===== src/rtl/pcpu.sv =====
// pcpu: single-clock accumulator CPU with a req/ack memory port.
// Optional CALL/RET hardware stack enabled by defining PCPU_STACK_EN.
module pcpu #(
  parameter int unsigned DATA_W = 8,
  parameter int unsigned ADDR_W = 8
) (
  input  logic              clk,
  input  logic              reset,
  output logic              mem_req,
  output logic              mem_we,
  output logic [ADDR_W-1:0] mem_addr,
  output logic [DATA_W-1:0] mem_wdata,
  input  logic              mem_ack,
  input  logic [DATA_W-1:0] mem_rdata,
  output logic [DATA_W-1:0] out_data,
  output logic              out_valid,
  output logic              halted
);

  localparam logic [7:0] OP_LDA = 8'h01;
  localparam logic [7:0] OP_LDB = 8'h02;
  localparam logic [7:0] OP_ADD = 8'h03;
  localparam logic [7:0] OP_SUB = 8'h04;
  localparam logic [7:0] OP_STA = 8'h05;
  localparam logic [7:0] OP_OUT = 8'h06;
  localparam logic [7:0] OP_JMP = 8'h07;
  localparam logic [7:0] OP_JEZ = 8'h08;
  localparam logic [7:0] OP_JNZ = 8'h09;
  localparam logic [7:0] OP_JC  = 8'h0A;
  localparam logic [7:0] OP_HLT = 8'h0F;
`ifdef PCPU_STACK_EN
  localparam logic [7:0] OP_CALL = 8'h0B;
  localparam logic [7:0] OP_RET  = 8'h0C;
`endif

  localparam logic [ADDR_W-1:0] ADDR_ONE = ADDR_W'(1);

  typedef enum logic [2:0] {
    S_FETCH, S_DECODE, S_OPND, S_MEM, S_JUMP, S_PUSH, S_POP, S_HALT
  } state_t;

  state_t            state;
  logic [DATA_W-1:0] a, b;
  logic [7:0]        ir;
  logic [ADDR_W-1:0] pc, addr;
  logic              z, c;
`ifdef PCPU_STACK_EN
  logic [ADDR_W-1:0] sp;
`endif

  logic [ADDR_W-1:0] pc_inc;
  logic [DATA_W:0]   sum, diff;
  logic              take;

  assign pc_inc = pc + ADDR_ONE;
  // Extra top bit holds ADD carry-out / SUB borrow.
  assign sum    = {1'b0, a} + {1'b0, b};
  assign diff   = {1'b0, a} - {1'b0, b};

  // Branch condition for the jump opcode held in IR.
  always_comb begin
    take = 1'b0;
    case (ir)
      OP_JMP:  take = 1'b1;
      OP_JEZ:  take = z;
      OP_JNZ:  take = ~z;
      OP_JC:   take = c;
      default: take = 1'b0;
    endcase
  end

  // Control FSM, datapath and registered memory/output ports.
  always_ff @(posedge clk or posedge reset) begin
    if (reset) begin
      state     <= S_FETCH;
      a         <= '0;
      b         <= '0;
      ir        <= '0;
      pc        <= '0;
      addr      <= '0;
      z         <= 1'b0;
      c         <= 1'b0;
`ifdef PCPU_STACK_EN
      sp        <= '1;
`endif
      mem_req   <= 1'b0;
      mem_we    <= 1'b0;
      mem_addr  <= '0;
      mem_wdata <= '0;
      out_data  <= '0;
      out_valid <= 1'b0;
      halted    <= 1'b0;
    end else begin
      out_valid <= 1'b0;
      // A completed access drops the request unless a new one is issued below.
      if (mem_req && mem_ack) begin
        mem_req <= 1'b0;
        mem_we  <= 1'b0;
      end
      case (state)
        S_FETCH: begin
          if (!mem_req) begin
            mem_req  <= 1'b1;
            mem_we   <= 1'b0;
            mem_addr <= pc;
          end else if (mem_ack) begin
            ir    <= mem_rdata[7:0];
            pc    <= pc_inc;
            state <= S_DECODE;
            if (mem_rdata[7:0] == OP_OUT) begin
              out_valid <= 1'b1;
              out_data  <= a;
            end
          end
        end
        S_DECODE: begin
          case (ir)
            OP_LDA, OP_LDB, OP_STA, OP_JMP, OP_JEZ, OP_JNZ, OP_JC
`ifdef PCPU_STACK_EN
            , OP_CALL
`endif
            : begin
              mem_req  <= 1'b1;
              mem_we   <= 1'b0;
              mem_addr <= pc;
              state    <= S_OPND;
            end
            OP_ADD: begin
              a        <= sum[DATA_W-1:0];
              c        <= sum[DATA_W];
              z        <= (sum[DATA_W-1:0] == '0);
              mem_req  <= 1'b1;
              mem_we   <= 1'b0;
              mem_addr <= pc;
              state    <= S_FETCH;
            end
            OP_SUB: begin
              a        <= diff[DATA_W-1:0];
              c        <= diff[DATA_W];
              z        <= (diff[DATA_W-1:0] == '0);
              mem_req  <= 1'b1;
              mem_we   <= 1'b0;
              mem_addr <= pc;
              state    <= S_FETCH;
            end
            OP_HLT: begin
              halted <= 1'b1;
              state  <= S_HALT;
            end
`ifdef PCPU_STACK_EN
            OP_RET: begin
              sp       <= sp + ADDR_ONE;
              mem_req  <= 1'b1;
              mem_we   <= 1'b0;
              mem_addr <= sp + ADDR_ONE;
              state    <= S_POP;
            end
`endif
            default: begin
              mem_req  <= 1'b1;
              mem_we   <= 1'b0;
              mem_addr <= pc;
              state    <= S_FETCH;
            end
          endcase
        end
        S_OPND: begin
          if (mem_req && mem_ack) begin
            addr <= ADDR_W'(mem_rdata);
            pc   <= pc_inc;
            case (ir)
              OP_LDA, OP_LDB: begin
                mem_req  <= 1'b1;
                mem_we   <= 1'b0;
                mem_addr <= ADDR_W'(mem_rdata);
                state    <= S_MEM;
              end
              OP_STA: begin
                mem_req   <= 1'b1;
                mem_we    <= 1'b1;
                mem_addr  <= ADDR_W'(mem_rdata);
                mem_wdata <= a;
                state     <= S_MEM;
              end
`ifdef PCPU_STACK_EN
              OP_CALL: begin
                mem_req   <= 1'b1;
                mem_we    <= 1'b1;
                mem_addr  <= sp;
                mem_wdata <= DATA_W'(pc_inc);
                state     <= S_PUSH;
              end
`endif
              default: state <= S_JUMP;
            endcase
          end
        end
        S_MEM: begin
          if (mem_req && mem_ack) begin
            if (ir == OP_LDA) begin
              a <= mem_rdata;
              z <= (mem_rdata == '0);
            end else if (ir == OP_LDB) begin
              b <= mem_rdata;
            end
            mem_req  <= 1'b1;
            mem_we   <= 1'b0;
            mem_addr <= pc;
            state    <= S_FETCH;
          end
        end
        S_JUMP: begin
          if (take) pc <= addr;
          mem_req  <= 1'b1;
          mem_we   <= 1'b0;
          mem_addr <= take ? addr : pc;
          state    <= S_FETCH;
        end
`ifdef PCPU_STACK_EN
        S_PUSH: begin
          if (mem_req && mem_ack) begin
            sp       <= sp - ADDR_ONE;
            pc       <= addr;
            mem_req  <= 1'b1;
            mem_we   <= 1'b0;
            mem_addr <= addr;
            state    <= S_FETCH;
          end
        end
        S_POP: begin
          if (mem_req && mem_ack) begin
            pc       <= ADDR_W'(mem_rdata);
            mem_req  <= 1'b1;
            mem_we   <= 1'b0;
            mem_addr <= ADDR_W'(mem_rdata);
            state    <= S_FETCH;
          end
        end
`endif
        default: state <= S_HALT;
      endcase
    end
  end

endmodule


===== config.mk =====
export PLATFORM = sky130hd
export DESIGN_NAME = pcpu
export DESIGN_NICKNAME = d
export VERILOG_FILES = /design/src/rtl/pcpu.sv
export SDC_FILE = /design/constraint.sdc
export NUM_CORES = 1
export LEC_CHECK = 0
export CAP_MARGIN = 40
export CORE_AREA = 2 2 175 108
export CTS_CLUSTER_SIZE = 28
export DETAILED_ROUTE_END_ITERATION = 16
export DIE_AREA = 0 0 177 110
export SLEW_MARGIN = 20
export SYNTH_ARGS = -nofsm -noshare
export SYNTH_HDL_FRONTEND = slang
export SYNTH_SLANG_ARGS = --single-unit

===== constraint.sdc =====
create_clock -name clk -period 6.3 [get_ports clk]
set_input_delay 1.575 -clock clk [delete_from_list [all_inputs] [get_ports clk]]
set_output_delay 1.575 -clock clk [all_outputs]
set_load 0.02 [all_outputs]

; After elaboration in Yosys (flattened, before gate mapping)
; Index checks and enable logic that the tools add are counted.
[totals]
register_bits = 73
inputBits = 11
[classes]
eq_ne = 24
n_reduce_logical = 23
bitwise = 2
add_sub_neg = 3
n_mux = 46
[op_table]
columns = cell, count
row1 = 8-bit two-way mux, 11
row2 = 8-bit case mux with 5 select lines, 1
row3 = "8-bit by 3-bit == test with 1-bit output, second input constant", 4
row4 = "8-bit by 4-bit == test with 1-bit output, second input constant", 4
row5 = 8-bit case mux with 2 select lines, 2
row6 = 8-bit zero test, 3
row7 = 8-bit case mux with 3 select lines, 1
row8 = 4-bit AND reduction, 5
row9 = 1-bit two-way mux, 17
row10 = "8-bit by 2-bit == test with 1-bit output, second input constant", 2
row11 = "2-bit inequality test, second input constant", 8
row12 = 3-bit two-way mux, 5
row13 = 3-bit case mux with 5 select lines, 1
row14 = 1-bit case mux with 5 select lines, 2
row15 = 8-bit by 8-bit adder with 9-bit output, 1
row16 = 8-bit by 8-bit subtractor with 9-bit output, 1
row17 = "8-bit by 1-bit adder with 8-bit output, second input constant", 1
row18 = "8-bit by 1-bit == test with 1-bit output, second input constant", 1
row19 = 1-bit case mux with 2 select lines, 4
row20 = 7-bit OR reduction, 1
row21 = "3-bit by 2-bit == test with 1-bit output, second input constant", 2
row22 = 3-bit case mux with 2 select lines, 1
row23 = 2-bit AND reduction, 3
row24 = 3-bit AND reduction, 2
row25 = other kinds (13), 15

; Longest topological paths before layout
[depth]
depth_word = 5
ltp_mapped = 10

; Worst setup path before layout
; OpenSTA, ideal clock, no wires.
[synth_timing]
path_kind = input to register
from = input mem_ack
to = register z
setup_slack_ns = 2.900
setup_ns = 0.076
path_stages = 7
arrival_time_ns = 3.323
cell_sequence = buf_4 nand3_1 or4b_4 a21oi_4 o211ai_1 or4b_1 o21ai_1
[synth_between]
elab_chain_cells = 3
[synth_lines]
columns = element, line_no
row1 = start: declaration, 13  ; input logic mem_ack,
row2 = 1-bit logical AND, 199  ; if (mem_req && mem_ack) begin
row3 = 2-bit inequality test (no line), n/a
row4 = 4-bit AND reduction (no line), n/a
row5 = end signal: assignment, 131  ; z <= (sum[DATA_W-1:0] == '0);
row6 = end signal: assignment, 140  ; z <= (diff[DATA_W-1:0] == '0);
row7 = end signal: assignment, 202  ; z <= (mem_rdata == '0);
row8 = end: declaration, 46  ; logic z, c;
; Every way passes these cells.
; A chain may end at the register's enable or synchronous reset.

; Worst setup path after layout
[layout_timing]
from = input mem_ack
to = register mem_wdata[2]
[layout_between]
elab_chain_cells = 2
[layout_lines]
columns = element, line_no
row1 = 1-bit logical AND, 168  ; if (mem_req && mem_ack) begin
row2 = 3-bit AND reduction (no line), n/a
row3 = end signal: assignment, 89  ; mem_wdata <= '0;
row4 = end signal: assignment, 182  ; mem_wdata <= a;
row5 = end: declaration, 12  ; output logic [DATA_W-1:0] mem_wdata,
; Every way passes these cells.

==> results.yml <==
cells_and_area:
  fin_util_pct: 31.3
  final_common_cell: "dfrtp_1"
  multi_input_area_um2: 2530
  area_growth_pct: 22.1
  nFillCells: 1825
  most-common-layout-cells: "dfrtp_1 (73), mux2_2 (43), o21ai_0 (41)"
  layout-drive-gt1-share_pct: 15.9
  seqCellArea_um2: 1830
  finalNetCount: 536
  antennaDiodeCount: 0
clock_network:
  clk_pin_slew_worst_paths_ns: 0.06
  cts_resized: 0
  cts_setup_buffers: 0
  cts_buffers: 9
  cts_tree: "yes"
  cts_num_sinks: 73
  hold_buffers: 0
  clk_path_buf_depth: 2
  cts_max_level: 3
  clk_latency_ns: 0.33
  cts-root-buf: "clkbuf_16"
power:
  power_density_nw_per_um2: 214
  power.leakage_nw: 2.34
  vdd_drop_max_mv: 0.117
route:
  wirelength_mm: 13.1
  drcViolationCount: 0
  vias_per_cell: 5.09
  num_vias: 3819
  wire_per_inst_um: 17.5
  dr.pass1.iters: 5
  ant_nets: 0
  drtIter0Drc: 392
yosys:
  synth_xor_area_share_pct: 2.69
  synthAdderAreaFrac_pct: 5.54
  ys_warn_count: 0
  syn_inst: 475
  synth_top_family_by_area: "compound AO/OA/AOI/OAI gates"
  synth-edff-count: 0
  syn_nets: 505
  synth.avg_cell_area_um2: 9.61
  synth_seq_area_share_pct: 40.0
  synth.distinct_cells: 64
  async_reset_ff_share_pct: 100
  synth_compound_area_share_pct: 18.8
  ys_seq_elements: 73
  synthMuxAreaShare_pct: 12.8
  synth_area_um2: 4570
  ys.flop_type: "dfrtp_1"
  synth-simple-area-share_pct: 15.6
sta:
  slew_viol_final: 0
  finalSetupTns_ns: 0
  rsz0062_at_grt: "no"
  clock_skew_ns: 0.00855
  finalCritPeriodShare_pct: 65.8
  finalHoldViolations: 0
  min_period_ns: 4.14
  max_freq_mhz: 241
  finalSetupViolCount: 0
  worstMarginPinSlew_ns: 0.784
  slew-limit-headroom_pct: 46.4
hold_path:
  min_path_type: "reg2reg"
grt:
  grt_max_degree: 44
  antenna_found_initial: 0
  overflow: 0
  grt_pass1_wl_mm: 21.1
  grt_pass1_vias: 3690
  grt_use_total_pct: 14.3
place:
  dpl.hpwl_mm: 9.73
  io_buffers: 38
  globalplace.congestion: 0.871
status:
  status: "complete, no violations"
die:
  rows: 38
  io_pins: 39
  fp.dieH_um: 110
  dieArea_um2: 19500
  core-area_um2: 17800
  die_width_um: 177
  start_util_pct: 25.6
worst_setup_path:
  critPathRequiredTime_ns: 6.52
  critPathLaunchType: "input pin"
  end_kind: "flop"
  cp.arrival_ns: 4.36
  crit_type: "in2reg"
  path_max_fanout: 9
flow_run:
  cap_violations: 0
[sequential cells by signal, summed over array words and instances (netlist names)]
signal     cells
out_valid      1
z              1
ir             8
pc             8
mem_req        1
out_data       8
state          3
halted         1
c              1
mem_addr       8
mem_wdata      8
addr           8
mem_we         1
a              8
b              8
[per-stage QoR]
step	setup WS [ns]	instance area, µm²	power [mW]	instances	hold slack (ns)
floorplan	2.87	4570	0.500	475	0.467
global placement	1.98	5150	0.520	731	0.449
detailed placement	1.89	5170	0.521	734	0.447
CTS	2.23	5570	1.21	750	0.462
global route	2.03	5570	1.23	751	0.503
finish	2.16	5570	1.19	751	0.461
[synth_stat cells, drive strengths merged, types with 2 or more instances]
cell | n | area share [%]
a21oi | 29 | 3.6
nand3 | 16 | 1.8
dfrtp | 73 | 40
o31a | 3 | 0.58
a22oi | 10 | 1.6
nand4 | 3 | 0.41
o22ai | 4 | 0.55
ha | 17 | 4.7
o21ai | 43 | 4.7
a211oi | 4 | 0.66
mux2 | 43 | 11
fa | 2 | 0.88
a31oi | 8 | 1.1
clkbuf | 20 | 1.6
nand2 | 39 | 3.2
a221oi | 2 | 0.38
nor2 | 30 | 2.5
a2111oi | 2 | 0.38
o2111ai | 2 | 0.38
nor2b | 4 | 0.55
nor4 | 5 | 0.82
o211ai | 5 | 0.82
or4b | 3 | 0.74
buf | 6 | 1.2
o21a | 4 | 0.66
a22o | 6 | 1.2
nand2b | 9 | 1.4
nor3 | 8 | 1.1
a21o | 3 | 0.49
and3 | 2 | 0.27
xnor2 | 11 | 2.1
xor2 | 3 | 0.58
mux2i | 10 | 2.2
and2 | 2 | 0.27
o311ai | 2 | 0.38
inv | 20 | 1.6
nand3b | 6 | 0.99
[final cells by class]
type	count	share of cell area, %
multi-input combinational	355	45.4
clock buffer	11	4.35
sequential	73	32.8
tap	240	5.39
clock inverter	5	2.69
inverter	21	1.41
timing repair buffer	46	7.97
[report_power, final]
part           total, mW  switching (mW)  internal, mW
Sequential         0.471         0.00156         0.470
Clock              0.682           0.204         0.478
Combinational     0.0408          0.0270        0.0138
Total               1.19           0.232         0.962
[per-layer routing]
metal / track usage, % / routed length [µm] / vias to the layer above
met3: 5.45 / 1260 / 15
met2: 18.4 / 4820 / 146
met1: 21.6 / 6870 / 1867
met5: 0 / 0 / -
li1: - / - / 1791
met4: 3.78 / 170 / 0
[path summary, 6_finish.rpt]
path	startpoint	endpoint	slack [ns]	cells past startpoint
min in group asynchronous	reset	out_valid	1.66	2
worst min-delay path	halted	halted	0.46	1
max in group asynchronous	reset	pc[1]	3.61	3
worst max register to register	ir[5]	mem_addr[0]	3.36	6
worst min register to register	halted	halted	0.46	1
worst max-delay path	mem_ack	mem_wdata[2]	2.16	7
[worst max-delay path: stages]
cell,delay (ns)
clkdlybuf4s50_1,0.65
nand2_1,0.19
nor3_1,0.38
nand2_1,0.40
nor3_2,0.56
buf_4,0.26
mux2_2,0.34
[kinds of logic (layout without fill, tap and decap cells)]
kind of cell               count (synthesis)  count (layout)
AOI/OAI and AO/OA                        134             134
xor gates and xnor gates                  14              14
adders and majority gates                 19              19
buffers and inverters                     47              83
DFF                                       73              73
muxes                                     53              53
and+or+nand+nor                          135             135
(Power assumes the default switching activity.)
